File: src/rtl/piso_pkg.sv
// Shared types and sizing helpers for the PISO transmitter.
// Parity bit appended when SHIFT_REG_PISO_PARITY_EN is defined.
package piso_pkg;

  typedef enum logic {
    ST_IDLE  = 1'b0,
    ST_SHIFT = 1'b1
  } state_e;

`ifdef SHIFT_REG_PISO_PARITY_EN
  localparam bit PARITY_EN = 1'b1;
`else
  localparam bit PARITY_EN = 1'b0;
`endif

  // Bits per serial frame: data word plus optional parity bit.
  function automatic int unsigned frame_len(input int unsigned width, input bit parity_en);
    return parity_en ? (width + 32'd1) : width;
  endfunction

  function automatic int unsigned cnt_width(input int unsigned frame);
    return (frame < 32'd1) ? 32'd1 : 32'($clog2(frame + 32'd1));
  endfunction

endpackage

File: src/rtl/piso_frame_counter.sv
// Bit-position counter for one serial frame: clear-on-load, terminal-count flag.
module piso_frame_counter
  import piso_pkg::*;
#(
  parameter  int unsigned FRAME = 4,
  localparam int unsigned CW    = cnt_width(FRAME)
) (
  input  logic          clk,
  input  logic          reset_n,
  input  logic          load,
  input  logic          en,
  output logic          tc,
  output logic [CW-1:0] cnt
);

  localparam logic [CW-1:0] LAST = CW'(FRAME - 32'd1);

  logic [CW-1:0] r_cnt;

  // Counts 0..FRAME-1 and returns to 0 after the terminal position; never wraps past it.
  always_ff @(posedge clk or negedge reset_n) begin
    if (!reset_n) begin
      r_cnt <= '0;
    end else if (load) begin
      r_cnt <= '0;
    end else if (en) begin
      r_cnt <= tc ? '0 : (r_cnt + CW'(1));
    end
  end

  assign tc  = (r_cnt == LAST);
  assign cnt = r_cnt;

endmodule

File: src/rtl/shift_reg_piso_tx.sv
// Parallel-in serial-out transmitter with valid/ready intake and gapless frames.
// Optional trailing even-parity bit under SHIFT_REG_PISO_PARITY_EN.
module shift_reg_piso_tx
  import piso_pkg::*;
#(
  parameter int unsigned WIDTH     = 4,
  parameter bit          MSB_FIRST = 1'b1
) (
  input  logic             clk,
  input  logic             reset_n,
  input  logic [WIDTH-1:0] d,
  input  logic             d_valid,
  output logic             d_ready,
  output logic             q,
  output logic             q_valid,
  output logic             q_first,
  output logic             busy
);

  localparam int unsigned FRAME = frame_len(WIDTH, PARITY_EN);
  localparam int unsigned CW    = cnt_width(FRAME);
  localparam int unsigned SR_W  = FRAME;

  state_e            r_state;
  state_e            w_state_nxt;
  logic              w_ready;
  logic              w_cnt_en;
  logic              w_xfer;
  logic              w_tc;
  logic [CW-1:0]     w_cnt;
  logic [SR_W-1:0]   r_sr;
  logic [SR_W-1:0]   w_load;
  logic [SR_W-1:0]   w_shift;
  logic              r_first;

  // Word as loaded into the shift register; parity sits at the tail of the frame.
`ifdef SHIFT_REG_PISO_PARITY_EN
  assign w_load = MSB_FIRST ? {d, ^d} : {^d, d};
`else
  assign w_load = d;
`endif

  assign w_shift = MSB_FIRST ? (r_sr << 1) : (r_sr >> 1);
  assign w_xfer  = d_valid && w_ready;

  piso_frame_counter #(
    .FRAME (FRAME)
  ) u_cnt (
    .clk     (clk),
    .reset_n (reset_n),
    .load    (w_xfer),
    .en      (w_cnt_en),
    .tc      (w_tc),
    .cnt     (w_cnt)
  );

  always_ff @(posedge clk or negedge reset_n) begin
    if (!reset_n) begin
      r_state <= ST_IDLE;
    end else begin
      r_state <= w_state_nxt;
    end
  end

  // Ready in IDLE and on the last frame bit so a new word can follow without a gap.
  always_comb begin
    w_state_nxt = r_state;
    w_ready     = 1'b0;
    w_cnt_en    = 1'b0;
    case (r_state)
      ST_IDLE: begin
        w_ready = 1'b1;
        if (d_valid) begin
          w_state_nxt = ST_SHIFT;
        end
      end
      ST_SHIFT: begin
        w_cnt_en = 1'b1;
        if (w_tc) begin
          w_ready = 1'b1;
          if (!d_valid) begin
            w_state_nxt = ST_IDLE;
          end
        end
      end
      default: begin
        w_state_nxt = ST_IDLE;
      end
    endcase
  end

  // Zeros shift in behind the word, so q returns to 0 once the frame has drained.
  always_ff @(posedge clk or negedge reset_n) begin
    if (!reset_n) begin
      r_sr    <= '0;
      r_first <= 1'b0;
    end else begin
      r_first <= w_xfer;
      if (w_xfer) begin
        r_sr <= w_load;
      end else if (r_state == ST_SHIFT) begin
        r_sr <= w_shift;
      end
    end
  end

  assign d_ready = w_ready;
  assign q       = MSB_FIRST ? r_sr[SR_W-1] : r_sr[0];
  assign q_valid = (r_state == ST_SHIFT);
  assign q_first = r_first;
  assign busy    = q_valid;

  // Counter must be parked at zero whenever no frame is in flight.
  a_idle_cnt_zero : assert property (@(posedge clk) disable iff (!reset_n)
    (r_state == ST_IDLE) |-> (w_cnt == '0));

endmodule

File: config.mk
export PLATFORM = sky130hd
export DESIGN_NAME = shift_reg_piso_tx
export DESIGN_NICKNAME = d
export VERILOG_FILES = /design/src/rtl/piso_pkg.sv /design/src/rtl/piso_frame_counter.sv /design/src/rtl/shift_reg_piso_tx.sv
export SDC_FILE = /design/constraint.sdc
export NUM_CORES = 1
export LEC_CHECK = 0
export BUFFER_PORTS_ARGS = -buffer_cell sky130_fd_sc_hd__buf_2
export CORE_AREA = 2 2 39 41
export CTS_CLUSTER_SIZE = 20
export DETAILED_ROUTE_END_ITERATION = 10
export DIE_AREA = 0 0 41 43
export GPL_TIMING_DRIVEN = 0
export RECOVER_POWER = 25
export SLEW_MARGIN = 20
export SYNTH_ARGS = -nofsm -noshare
export SYNTH_HDL_FRONTEND = slang
export SYNTH_HIERARCHICAL = 1
export SYNTH_SLANG_ARGS = --single-unit
File: constraint.sdc
create_clock -name clk -period 1.7 [get_ports clk]
set_clock_uncertainty 0.15 [all_clocks]
set_input_delay 0.34 -clock clk [delete_from_list [all_inputs] [get_ports clk]]
set_output_delay 0.34 -clock clk [all_outputs]
set_load 0.02 [all_outputs]
# After elaboration in Yosys (flattened, before gate mapping)
# Cells that the tools add are included.
# W data, S select, Z words.
dict set report totals {
  register_bits 9
  input_bits 7
}
dict set report classes {
  n_addsub 1
  n_eq_ne 1
  n_mux 11
  bitwise_logic 1
  n_reduce_logical 3
}
# op n
set op_table {}
lappend op_table {{$mux W3} 3}
lappend op_table {{$mux W4} 2}
lappend op_table {{$mux W1} 4}
lappend op_table {{$pmux W1 S2} 2}
lappend op_table {{$reduce_bool A2 Y1} 2}
lappend op_table {{$add A3 B1 Y3 const B} 1}
lappend op_table {{$eq A3 B2 Y1 const B} 1}
lappend op_table {{$logic_and A1 B1 Y1} 1}
lappend op_table {{$not A1 Y1} 1}

# Depth between registers and ports, before layout
dict set report depth {
  word_depth 5
  depth_mapped 6
  depth_no_buf 6
}

# Hierarchy
# The synthesis kept the hierarchy.
# module n_inst cells_per_inst area_per_inst_um2
set modules_own_cells {}
lappend modules_own_cells {shift_reg_piso_tx 1 27 296.5}
lappend modules_own_cells {piso_frame_counter 1 14 146.4}

# Worst setup path before layout
# OpenSTA, ideal clock, no wires.
dict set report synth_timing {
  path_type {reg-to-reg}
  from {register u_cnt.r_cnt[0], in the netlist u_cnt/cnt[0]}
  to {register u_cnt.r_cnt[2], in the netlist u_cnt/cnt[2]}
  t_arrival_ps 1404
  required_ps 1455
  path_slack_ps 52
  stages_incl_launch_ff 7
  n_path_buf 0
  synth_period_minus_slack_ps 1648
  path_cell_list {dfrtp_1 ha_1 nand2b_2 inv_1 nand2b_1 and2_2 a211oi_1}
}
dict set report synth_between {
  elab_chain_cells 5
  word_cells_on_any_way 9
  classes_between {add/sub (1); eq/ne (1); mux (5); reduce/logical (2)}
}
# element line_no
set synth_lines {}
lappend synth_lines {{from (decl)} piso_frame_counter.sv:18} ;# logic [CW-1:0] r_cnt;
lappend synth_lines {{from (signal assigned)} piso_frame_counter.sv:27} ;# r_cnt <= tc ? '0 : (r_cnt + CW'(1));
lappend synth_lines {{$eq A3 B2 Y1 *} piso_frame_counter.sv:31} ;# assign tc = (r_cnt == LAST);
lappend synth_lines {{via w_tc} shift_reg_piso_tx.sv:29} ;# logic w_tc;
lappend synth_lines {{$mux W1 *} shift_reg_piso_tx.sv:79} ;# if (w_tc) begin
lappend synth_lines {{$pmux W1 S2 *} shift_reg_piso_tx.sv:70} ;# case (r_state)
lappend synth_lines {{via d_ready} shift_reg_piso_tx.sv:13} ;# output logic d_ready,
lappend synth_lines {{$logic_and A1 B1 Y1 *} shift_reg_piso_tx.sv:44} ;# assign w_xfer = d_valid && w_ready;
lappend synth_lines {{via w_xfer} shift_reg_piso_tx.sv:28} ;# logic w_xfer;
lappend synth_lines {{$mux W3 or $reduce_bool A2 Y1 (tied branches)} n/a}
# Mark *: on every way through the listed nets, which the timed path passes. The rest lies on a longest branch. The select of a mux whose other input is x is not followed.
# A chain may end at the register's enable or synchronous reset.

# Worst setup path in the final report
dict set report layout_timing {
  from {register u_cnt.r_cnt[0], in the netlist u_cnt/cnt[0]}
  to {output port d_ready}
}
dict set report layout_between {
  elab_chain_cells 3
}
# element line_no
set layout_lines {}
lappend layout_lines {{$eq A3 B2 Y1} piso_frame_counter.sv:31}
lappend layout_lines {{via w_tc} shift_reg_piso_tx.sv:29}
lappend layout_lines {{$mux W1} shift_reg_piso_tx.sv:79}
lappend layout_lines {{$pmux W1 S2} shift_reg_piso_tx.sv:70}
lappend layout_lines {{to (decl)} shift_reg_piso_tx.sv:13}
# The timed path passes the listed nets, and every way through them passes these cells.

==> impl_metrics.yaml <==
place:
  place_congestion: 0.692
  dp_hpwl_microns: 594
  dp.cells: 68
  postPlaceCellArea_sq_um: 518
  port_buffers: 11
setup_path:
  cpPeakStageDelay_ps: 410
  required_ps: 1210
  end_kind: "output pin"
  path_depth: 5
  crit_fanout: 2
  path_delay_family: "flip-flops"
  cp_slowest_cell: "dfrtp_1"
  rr_worst_depth: 7
  path_buf_inv: 2
  path_class: "reg -> out"
  cp_cell_sequence: "ha_4, nand2b_4, inv_4, nand2b_4, buf_6"
  cp.arrival_ps: 1220
  start_kind: "register"
  r2r_setup_slack_ps: 110
  cpMostUsedCell: "nand2b_4"
pwr:
  p_leak_uw: 0.000308
  seq_power_share: 0.363
  comb_power_share: 0.475
  p_sw_uw: 353
  powerDensity_nw_per_um2: 1560
  vdd_drop_max_mv: 0.587
  switching_share: 0.358
  p_int_uw: 633
  pwr-share-clk: 0.162
layout:
  diodes: 0
  stdcell_area_sq_um: 633
  drive_gt1_frac: 0.444
  post_layout_nonfiller_instances: 79
  area_growth_pct: 42.9
  nNetsFinal: 72
floorplan:
  fp.dieW_microns: 41
  boundaryPins: 12
  core_area_sq_um: 1380
  die_y_microns: 43
  initial_utilization: 0.320
  die-area_sq_um: 1760
  rows: 14
routing:
  vias: 375
  vias_per_cell: 4.75
  ant_nets: 0
  drc: 0
  wl_per_cell_microns: 10.6
  totalWireLength_microns: 839
  first_iter_violations: 2
  drtPass1Iterations: 2
synth:
  syn_avg_cell_area_sq_um: 10.8
  yosysTopAreaCell: "dfrtp_1"
  netlist_instances: 41
  ys_seq_area_frac: 0.508
  ys_seq_elements: 9
  synth_top_area_share: 0.508
  syn_area_sq_um: 443
  ys_warn_count: 6
  netlist_top_cells_area: "dfrtp_1 (51%), mux2i_1 (9.0%), nand2b_1 (5.6%), a31oi_1 (4.2%), o21ai_1 (3.4%)"
  synth_fp_nets: 49
  ys_types: 19
outcome:
  outcome: "finished with violations"
  violations: "negative setup slack"
worst_hold_path:
  holdPathStages: 3
  min_path_type: "in -> reg"
clocking:
  cts_buffers: 3
  cts_tree: "yes"
  cts.path.max_buffers: 2
  cts_max_level: 1
  cts_root_buffer: "clkbuf_4"
  clkSlewWorstSetupHoldPaths_ps: 60
  clk_latency_ps: 250
  cts.sinks: 9
global_route:
  antenna_found_initial: 0
  track_usage: 0.119
  grt_overflow: 0
  grt_pass1_vias: 357
  grt_max_degree: 16
  grt_first_pass_wirelength_microns: 1410
timing:
  worst_pin_slew_ps: 475
  finalSetupViolCount: 1
  relSlewSlack: 0.683
  slew_viol_final: 0
  min_period_over_period: 1.00
  period_needed_ps: 1710
  final_hold_viol_count: 0
  setup_ws_ps: -5.34
  fin_hold_ws_ps: 192
  fmax_ghz: 0.586
  grt_setup_unrepaired: "true"
flow_run:
  max_cap_violations: 0
-- layer usage --
metal / vias up / part of all wire / GRT usage
met3: 2 / 0.039 / 0.0157
met1: 171 / 0.42 / 0.140
met4: 0 / 0.0095 / 0.0800
met5: - / 0 / 0
met2: 10 / 0.53 / 0.188
li1: 192 / - / -
-- worst register-to-register path, delay by kind of cell, from the launching register on --
kind | cells | cell delay [ps]
flip-flops | 1 | 410
AND/OR/NAND/NOR | 3 | 420
buffers and inverters | 2 | 160
adder cells (fa/ha/maj) | 1 | 180
AO/OA/AOI/OAI | 1 | 170
-- power by group through the flow --
stage | Clock [uW] | Sequential (uW) | Combinational, uW
finish | 160 | 358 | 468
global route | 172 | 368 | 517
CTS | 170 | 360 | 438
detailed placement | 0 | 347 | 322
global placement | 0 | 343 | 315
floorplan | 0 | 366 | 204
-- area by class of cell --
| class | count | area [sq um] |
|---|---|---|
| Clock buffer | 4 | 26.3 |
| Buffer | 2 | 18.8 |
| Multi-Input combinational cell | 28 | 216 |
| Tap cell | 16 | 20.0 |
| Inverter | 2 | 10.0 |
| Sequential cell | 9 | 226 |
| Fill cell | 138 | 751 |
| Timing Repair Buffer | 18 | 115 |
-- through the flow --
stage	worst slack [ps]	util	power (uW)	TNS (ps)
after detailed placement	61.5	0.374	669	0
after global routing	-36.0	0.458	1060	-36.0
after CTS	-20.9	0.448	969	-20.9
after floorplan	51.5	-	570	0
after global placement	63.1	0.374	658	0
final	-5.34	0.458	986	-5.34
-- state kept, by name, indices dropped and copies added (netlist names) --
| signal | flops |
|---|---|
| busy | 1 |
| r_sr | 4 |
| q_first | 1 |
| u_cnt/cnt | 3 |
-- Yosys cell counts (all sizes together) --
master / instances
buf: 2
ha: 1
and2: 1
nand3: 2
mux2i: 4
a211oi: 1
o21ai: 4
nand2b: 5
a21oi: 2
a31oi: 3
dfrtp: 9
nand2: 1
inv: 2
and3: 3
nand3b: 1
-- worst paths after layout --
kind	end	startpoint
hold reg to reg	u_cnt/cnt[2]	u_cnt/cnt[2]
min in group asynchronous	u_cnt/cnt[1]	reset_n
setup reg to reg	u_cnt/cnt[2]	u_cnt/cnt[0]
max in group asynchronous	busy	reset_n
hold / removal	r_sr[0]	d[0]
setup / recovery	d_ready	u_cnt/cnt[0]
-- kinds of logic (layout without fill, tap and decap cells) --
kind of cell | Yosys count | in the layout | share of synthesized area
and+or+nand+nor | 13 | 13 | 0.186
AOI/OAI and AO/OA | 10 | 10 | 0.127
DFF | 9 | 9 | 0.508
muxes | 4 | 4 | 0.0904
buffers and inverters | 4 | 26 | 0.0593
adders and majority gates | 1 | 1 | 0.0282
-- what timing repair did --
action | in CTS | in global routing
endpoints found under the hold margin | 9 | 0
endpoints found under the setup margin | 1 | 1
pin swaps | 1 | 1
hold buffers | 1 | 0
setup buffers | 4 | 2
gates resized for setup | 9 | 0
-- cells in the final DEF, fill, tap and decap left out, drive strengths merged, types with 2 or more instances in the layout --
cell type	instances
clkbuf	5
nand2b	5
and3	3
inv	2
mux2i	4
o21ai	4
a31oi	3
a21oi	2
nand3	2
dfrtp	9
buf	18
No activity file was read; power rests on OpenSTA's default activity.
